### src/rtl/tnn_popcount_pkg.sv
// Shared types and constants for the ternary-neuron popcount sequencer.
// The sequencer's build option TNN_PC_PIPE_EN (registered popcount) is handled in tnn_popcount_seq.sv.
package tnn_popcount_pkg;

  localparam int IN_W      = 21;
  localparam int PC_W      = 5;
  localparam int MAX_BEATS = 16;
  localparam int ACC_W     = 11;
  localparam int CNT_W     = 5;

  typedef enum logic [2:0] {
    S_IDLE,
    S_POS,
    S_NEG,
    S_DRAIN,
    S_OUT
  } state_t;

  // Popcount results are unsigned; widen before entering the signed accumulator.
  function automatic logic [ACC_W-1:0] zext_pc(input logic [PC_W-1:0] pc);
    return {{(ACC_W-PC_W){1'b0}}, pc};
  endfunction

endpackage

### src/rtl/popcount21_core.sv
// Exact 21-input popcount. Approximate variants with the same ports drop in here.
module popcount21_core (
  input  logic [20:0] input_a,
  output logic [4:0]  out
);

  // Count the ones of the input vector.
  always_comb begin
    out = '0;
    for (int i = 0; i < 21; i++) begin
      out = out + {4'b0000, input_a[i]};
    end
  end

endmodule

### src/rtl/tnn_popcount_seq.sv
// Ternary neuron sequencer: one shared popcount unit, time-shared between
// the +1 and -1 masks of each beat, accumulating a signed sum per frame.
// Build option: define TNN_PC_PIPE_EN to register the popcount output,
// which adds an S_DRAIN step per beat (4 cycles/beat instead of 3).
//
//  state   | meaning
//  S_IDLE  | ready for a beat; first beat of a frame samples thr
//  S_POS   | popcount of +1 mask
//  S_NEG   | popcount of -1 mask (pipelined: also adds pos count)
//  S_DRAIN | pipelined only: subtract neg count, decide frame end
//  S_OUT   | result presented until out_ready handshake
module tnn_popcount_seq
  import tnn_popcount_pkg::*;
(
  input  logic             i_clk,
  input  logic             i_rst,
  input  logic             i_in_valid,
  output logic             o_in_ready,
  input  logic [IN_W-1:0]  i_in_pos,
  input  logic [IN_W-1:0]  i_in_neg,
  input  logic             i_in_last,
  input  logic [ACC_W-1:0] i_thr,
  output logic             o_out_valid,
  input  logic             i_out_ready,
  output logic             o_out_act,
  output logic [ACC_W-1:0] o_out_sum,
  output logic             o_out_trunc
);

  state_t            r_state;
  logic [IN_W-1:0]   r_pos;
  logic [IN_W-1:0]   r_neg;
  logic              r_last;
  logic [ACC_W-1:0]  r_acc;
  logic [ACC_W-1:0]  r_thr;
  logic [CNT_W-1:0]  r_beat_cnt;

  logic [IN_W-1:0]   w_pc_in;
  logic [PC_W-1:0]   w_pc;
  logic              w_end_frame;

  // Single popcount instance; the neg mask is only ever needed in S_NEG.
  assign w_pc_in     = (r_state == S_NEG) ? r_neg : r_pos;
  assign w_end_frame = r_last || (r_beat_cnt == CNT_W'(MAX_BEATS - 1));

  popcount21_core u_popcount (
    .input_a (w_pc_in),
    .out     (w_pc)
  );

`ifdef TNN_PC_PIPE_EN
  logic [PC_W-1:0] r_pc;

  // Register the popcount result; consumed one state later.
  always_ff @(posedge i_clk) begin
    if (i_rst) r_pc <= '0;
    else       r_pc <= w_pc;
  end
`endif

  // Frame sequencing FSM with registered handshake and result outputs.
  always_ff @(posedge i_clk) begin
    if (i_rst) begin
      r_state     <= S_IDLE;
      r_pos       <= '0;
      r_neg       <= '0;
      r_last      <= 1'b0;
      r_acc       <= '0;
      r_thr       <= '0;
      r_beat_cnt  <= '0;
      o_in_ready  <= 1'b0;
      o_out_valid <= 1'b0;
      o_out_act   <= 1'b0;
      o_out_sum   <= '0;
      o_out_trunc <= 1'b0;
    end else begin
      case (r_state)
        S_IDLE: begin
          if (o_in_ready && i_in_valid) begin
            r_pos      <= i_in_pos;
            r_neg      <= i_in_neg;
            r_last     <= i_in_last;
            if (r_beat_cnt == '0) r_thr <= i_thr;
            o_in_ready <= 1'b0;
            r_state    <= S_POS;
          end else begin
            o_in_ready <= 1'b1;
          end
        end
        S_POS: begin
`ifndef TNN_PC_PIPE_EN
          r_acc <= r_acc + zext_pc(w_pc);
`endif
          r_state <= S_NEG;
        end
        S_NEG: begin
`ifdef TNN_PC_PIPE_EN
          r_acc   <= r_acc + zext_pc(r_pc);
          r_state <= S_DRAIN;
`else
          r_acc      <= r_acc - zext_pc(w_pc);
          r_beat_cnt <= r_beat_cnt + CNT_W'(1);
          if (w_end_frame) begin
            o_out_trunc <= ~r_last;
            r_state     <= S_OUT;
          end else begin
            o_in_ready <= 1'b1;
            r_state    <= S_IDLE;
          end
`endif
        end
        S_DRAIN: begin
`ifdef TNN_PC_PIPE_EN
          r_acc      <= r_acc - zext_pc(r_pc);
          r_beat_cnt <= r_beat_cnt + CNT_W'(1);
          if (w_end_frame) begin
            o_out_trunc <= ~r_last;
            r_state     <= S_OUT;
          end else begin
            o_in_ready <= 1'b1;
            r_state    <= S_IDLE;
          end
`else
          r_state <= S_IDLE;
`endif
        end
        S_OUT: begin
          if (!o_out_valid) begin
            o_out_valid <= 1'b1;
            o_out_sum   <= r_acc;
            o_out_act   <= ($signed(r_acc) >= $signed(r_thr));
          end else if (i_out_ready) begin
            o_out_valid <= 1'b0;
            o_out_trunc <= 1'b0;
            r_acc       <= '0;
            r_beat_cnt  <= '0;
            o_in_ready  <= 1'b1;
            r_state     <= S_IDLE;
          end
        end
        default: begin
          r_state <= S_IDLE;
        end
      endcase
    end
  end

endmodule

### config.mk
export PLATFORM = sky130hd
export DESIGN_NAME = tnn_popcount_seq
export DESIGN_NICKNAME = d
export VERILOG_FILES = /design/src/rtl/tnn_popcount_pkg.sv /design/src/rtl/popcount21_core.sv /design/src/rtl/tnn_popcount_seq.sv
export SDC_FILE = /design/constraint.sdc
export NUM_CORES = 1
export LEC_CHECK = 0
export CORE_AREA = 3 3 102 104
export DETAILED_ROUTE_END_ITERATION = 12
export DIE_AREA = 0 0 105 107
export HOLD_SLACK_MARGIN = 0.12
export PLACE_DENSITY = 0.73
export SLEW_MARGIN = 30
export SYNTH_ARGS = -nofsm -noshare
export SYNTH_HDL_FRONTEND = slang
export SYNTH_SLANG_ARGS = --single-unit
### constraint.sdc
create_clock -name i_clk -period 18.5 [get_ports i_clk]
set_clock_uncertainty 0.1 [all_clocks]
set_input_delay 3.7 -clock i_clk [delete_from_list [all_inputs] [get_ports i_clk]]
set_output_delay 3.7 -clock i_clk [all_outputs]
set_load 0.05 [all_outputs]
==> results by stage <==
Status:
- The flow ran to the end, and the final reports show no timing, DRC or antenna violations.

GRT:
- The pin count of the biggest net entering global routing is 83.
- The number of global-route vias before repair is 3,964.
- Global routing consumed, over all layers together, 19.1% of the routing resources.
- The initial antenna violation count is 0.
- In the global route stage, met2 resource usage came out at 32.3%.
- Summed over all layers, the global routing overflow is 0.
- In this run the most used layer during global routing was met2.
- For met1 alone, demand over resource in global routing was 25.1%.
- For met3 alone, demand over resource in global routing was 2.89%.
- The first-pass GRT wire length is 17,800 um.

Worst setup path:
- The worst setup path startpoint is r_state[2].
- The required arrival time at the worst endpoint is 18.69 ns.
- The reg-to-reg startpoint is r_state[2].
- The worst path buffer plus inverter count is 3.
- By startpoint and endpoint, the worst setup path is classified as reg -> reg.
- Among cell families on the critical path, the largest total delay comes from adder cells.
- By instance count, the cell type seen most on the critical path is sky130_fd_sc_hd__fa_1.
- The worst reg2reg path depth is 28.
- The kind of launch point of the worst setup path is a flip-flop.
- Counting buffers and inverters, the worst setup path is 28 cells deep.
- The cell with the largest stage delay on the worst path is sky130_fd_sc_hd__fa_1.
- The worst register-to-register path ends at r_acc[10].
- STA classifies the critical path endpoint as a flip-flop.
- The maximum fanout along the worst path is 24.
- The arrival time at the worst endpoint is 8.15 ns.
- The capturing instance or port of the critical path is r_acc[10].
- In this design, the stage delay of the slowest critical-path cell is 0.54 ns.
- The flop-to-flop setup slack is 10.54 ns.

STA:
- The final hold slack is 0.357 ns.
- Setup repair after global routing left no endpoint under its margin.
- Adding up every negative setup slack in the final design gives 0 ns.
- For the finished layout, the period the worst path requires is 7.96 ns.
- For the pin with the worst max-slew slack, the measured transition is 0.976 ns.
- Derived from the worst setup path, the maximum achievable clock frequency is 126 MHz.
- Headroom to the max-slew limit came out at 34.8%.
- The final number of max-transition violations is 0.
- The final worst-path cycle share is 43.0%.
- The hold violation total from the final report is 0.
- The final count of negative-setup-slack endpoints is 0.

Synth:
- By area the synthesized netlist is led by sky130_fd_sc_hd__dfxtp_1 37%, sky130_fd_sc_hd__nand2_1 13%, sky130_fd_sc_hd__ha_1 9.0%, sky130_fd_sc_hd__a21oi_1 7.4%, sky130_fd_sc_hd__fa_1 6.3%.
- The flip-flop and latch count after synthesis is 88.
- The cell taking the most area after synthesis is sky130_fd_sc_hd__dfxtp_1.
- Of all flip-flops after synthesis, the portion carrying an async set or reset was 0%.
- After synthesis, flip-flops and latches occupy 37.1% of the total area.
- The cell count after synthesis came out at 582.
- Yosys printed 0 warnings.
- The area of the mapped netlist is 4740 sq um.
- The number of flops mapped to enable cells by yosys is 0.
- Of the post-synthesis cell area, the dominant cell type holds 37.1%.
- For this run, the leading register cell type out of synthesis is sky130_fd_sc_hd__dfxtp_1.
- The post-synthesis net count is 689.
- Each instance of the synthesized netlist takes up on average 8.15 sq um.
- The distinct cell type count after synthesis is 53.

Power and ir drop:
- The leakage power is 2.42 nW.
- The power per cell area is 114 nW/um^2.
- The worst-case IR drop observed on VDD is 0.0635 mV.

CTS:
- The register clock-pin slew on the reported worst setup and hold paths is 0.08 ns.
- In this run the number of H-tree levels came out at 3.
- The number of buffers on the longest clock path is 2.
- In this run, CTS created clock tree buffers numbering 9.
- The TritonCTS clock tree is done.
- The CTS root buffer is sky130_fd_sc_hd__clkbuf_8.
- The clock insertion delay at the later pin of the skew report is 0.37 ns.
- After clock tree synthesis, the flow added hold-fix buffers numbering 0.
- Once the clock tree was built, the setup fixing pass inserted 0 buffers.
- After clock tree synthesis, the repair step resized 0 gates.
- The tree built by TritonCTS fans out to 88 sinks.

Routing:
- After detailed routing, the number of remaining DRC violations is 0.
- The routed design has 10,500 um of wire.
- The number of optimization iterations in the first detailed-route pass is 4.
- The average wire per standard cell is 13.6 um.
- Using the TritonRoute via totals, the vias-per-cell ratio works out to 5.23.
- The total number of vias is 4,068.
- The final antenna-violating net count is 0.
- In this run, the number of DRC markers left after iteration 0 of detailed routing was 166.

Floorplan:
- From bottom edge to top edge, the die measures 107 um.
- The core region is 9640 sq um.
- For this configuration, the core starts out at a cell density of 49.2%.
- The horizontal die dimension is 105 um.
- The die covers 11,200 sq um.
- The initialized floorplan defines 36 standard-cell rows.
- The boundary pin count is 73.

Worst hold path:
- The class of the tightest hold or removal check is reg -> reg.

Final layout:
- The fraction of final layout cells with drive strength greater than 1 is 5.12%.
- 0 antenna diodes ended up in the layout.
- The area added between synthesis and finish is 21.6%.
- The number of filler instances in the final layout is 941.
- The net count reported at finish is 747.

Place:
- Detailed placement finished with a half-perimeter wire length of 7920 um.
- The final weighted congestion in routability-driven placement is 0.900.
- The number of port buffers is 72.

Flow run:
- The max-capacitance violation count is 0.
## metrics by stage
| stage | setup slack [ns] | instances | util [%] | instance area [sq um] | power, mW |
|---|---|---|---|---|---|
| floorplan | 10.78 | 582 | - | 4740 | 0.441 |
| global placement | 10.78 | 762 | 57.5 | 5540 | 0.493 |
| detailed placement | 10.57 | 762 | 57.5 | 5540 | 0.510 |
| CTS | 10.54 | 778 | 59.9 | 5770 | 0.660 |
| global route | 10.07 | 778 | 59.9 | 5770 | 0.703 |
| finish | 10.54 | 778 | 59.9 | 5770 | 0.658 |
## synthesized netlist by cell type (2+ instances only)
cell and count:
sky130_fd_sc_hd__xor2_1 6, sky130_fd_sc_hd__nand3_1 3, sky130_fd_sc_hd__nor2b_1 6, sky130_fd_sc_hd__a31oi_1 3, sky130_fd_sc_hd__o21a_1 2, sky130_fd_sc_hd__mux2i_1 20
sky130_fd_sc_hd__or3_2 2, sky130_fd_sc_hd__a211oi_1 2, sky130_fd_sc_hd__inv_1 33, sky130_fd_sc_hd__a21o_1 6, sky130_fd_sc_hd__nand2b_1 7, sky130_fd_sc_hd__nor3_1 3
sky130_fd_sc_hd__buf_2 7, sky130_fd_sc_hd__nand4_1 5, sky130_fd_sc_hd__o21ai_0 7, sky130_fd_sc_hd__clkbuf_1 22, sky130_fd_sc_hd__a21oi_1 70, sky130_fd_sc_hd__ha_1 34
sky130_fd_sc_hd__dfxtp_1 88, sky130_fd_sc_hd__and3_1 2, sky130_fd_sc_hd__xnor2_1 6, sky130_fd_sc_hd__a221oi_1 2, sky130_fd_sc_hd__nand2_1 158, sky130_fd_sc_hd__a22o_1 3
sky130_fd_sc_hd__nor2_1 42, sky130_fd_sc_hd__fa_1 15, sky130_fd_sc_hd__a32oi_1 2
## metal layers
layer,part of all wire [%],vias to the layer above
met4,1.3,0
met3,4.0,11
met1,47,1931
li1,-,2049
met2,48,77
met5,0,-
## registers in the layout, indices dropped and copies added, names as in the netlist
register and cells:
o_in_ready 1, r_thr 11, o_out_act 1, r_pos 21
r_state 3, o_out_trunc 1, o_out_valid 1, r_neg 21
r_beat_cnt 5, r_last 1, r_acc 11, o_out_sum 11
## kinds of logic after synthesis
kind of cell               count (synthesis)  share of synthesized area (%)
DFF                                       88                           37.1
xor gates and xnor gates                  13                           2.56
muxes                                     20                           4.22
buffers and inverters                     62                           5.09
and+or+nand+nor                          239                           21.3
AOI/OAI and AO/OA                        111                           14.4
adders and majority gates                 49                           15.3
## power by group
| group | internal, mW | switching (mW) | total (mW) |
|---|---|---|---|
| Sequential | 0.202 | 0.0125 | 0.214 |
| Combinational | 0.139 | 0.155 | 0.293 |
| Clock | 0.0801 | 0.0710 | 0.151 |
## cells in the final DEF (no fill, tap or decap), types with 4 or more instances in the layout
cell,instances
sky130_fd_sc_hd__nand2_1,158
sky130_fd_sc_hd__dfxtp_1,88
sky130_fd_sc_hd__clkdlybuf4s50_1,71
sky130_fd_sc_hd__a21oi_1,70
sky130_fd_sc_hd__nor2_1,42
sky130_fd_sc_hd__ha_1,34
sky130_fd_sc_hd__inv_1,33
sky130_fd_sc_hd__mux2i_1,20
sky130_fd_sc_hd__fa_1,15
sky130_fd_sc_hd__clkbuf_8,10
sky130_fd_sc_hd__nand2b_1,7
sky130_fd_sc_hd__o21ai_0,7
sky130_fd_sc_hd__xor2_1,6
sky130_fd_sc_hd__a21o_1,6
sky130_fd_sc_hd__xnor2_1,6
sky130_fd_sc_hd__nor2b_1,5
sky130_fd_sc_hd__nand4_1,5
sky130_fd_sc_hd__buf_4,4
## tightest hold or removal path: stages (launching register included)
cell and delay [ns]:
sky130_fd_sc_hd__dfxtp_1 0.31, sky130_fd_sc_hd__nand2_1 0.05, sky130_fd_sc_hd__a21oi_1 0.05
## worst min-delay path by stage
stage                     slack (ns)  cells after the start    startpoint           end
final                           0.36                      2  o_out_sum[2]  o_out_sum[2]
after global routing            0.38                      2      r_pos[6]      r_pos[6]
after CTS                       0.36                      2  o_out_sum[7]  o_out_sum[7]
after detailed placement        0.35                      2  o_out_sum[7]  o_out_sum[7]
after global placement          0.34                      2  o_out_sum[7]  o_out_sum[7]
after floorplan                 0.34                      2     r_neg[20]     r_neg[20]
## layout make-up
type / instances / area [sq um] / area share (%)
multi-input cells: 432 / 2740 / 47.5
flip-flops and latches: 88 / 1760 / 30.5
repair buffers: 76 / 746 / 12.9
well taps: 133 / 166 / 2.88
clock buffers: 10 / 138 / 2.39
inverters: 33 / 124 / 2.15
clock inverters: 6 / 91.3 / 1.58
(Power assumes the default switching activity.)
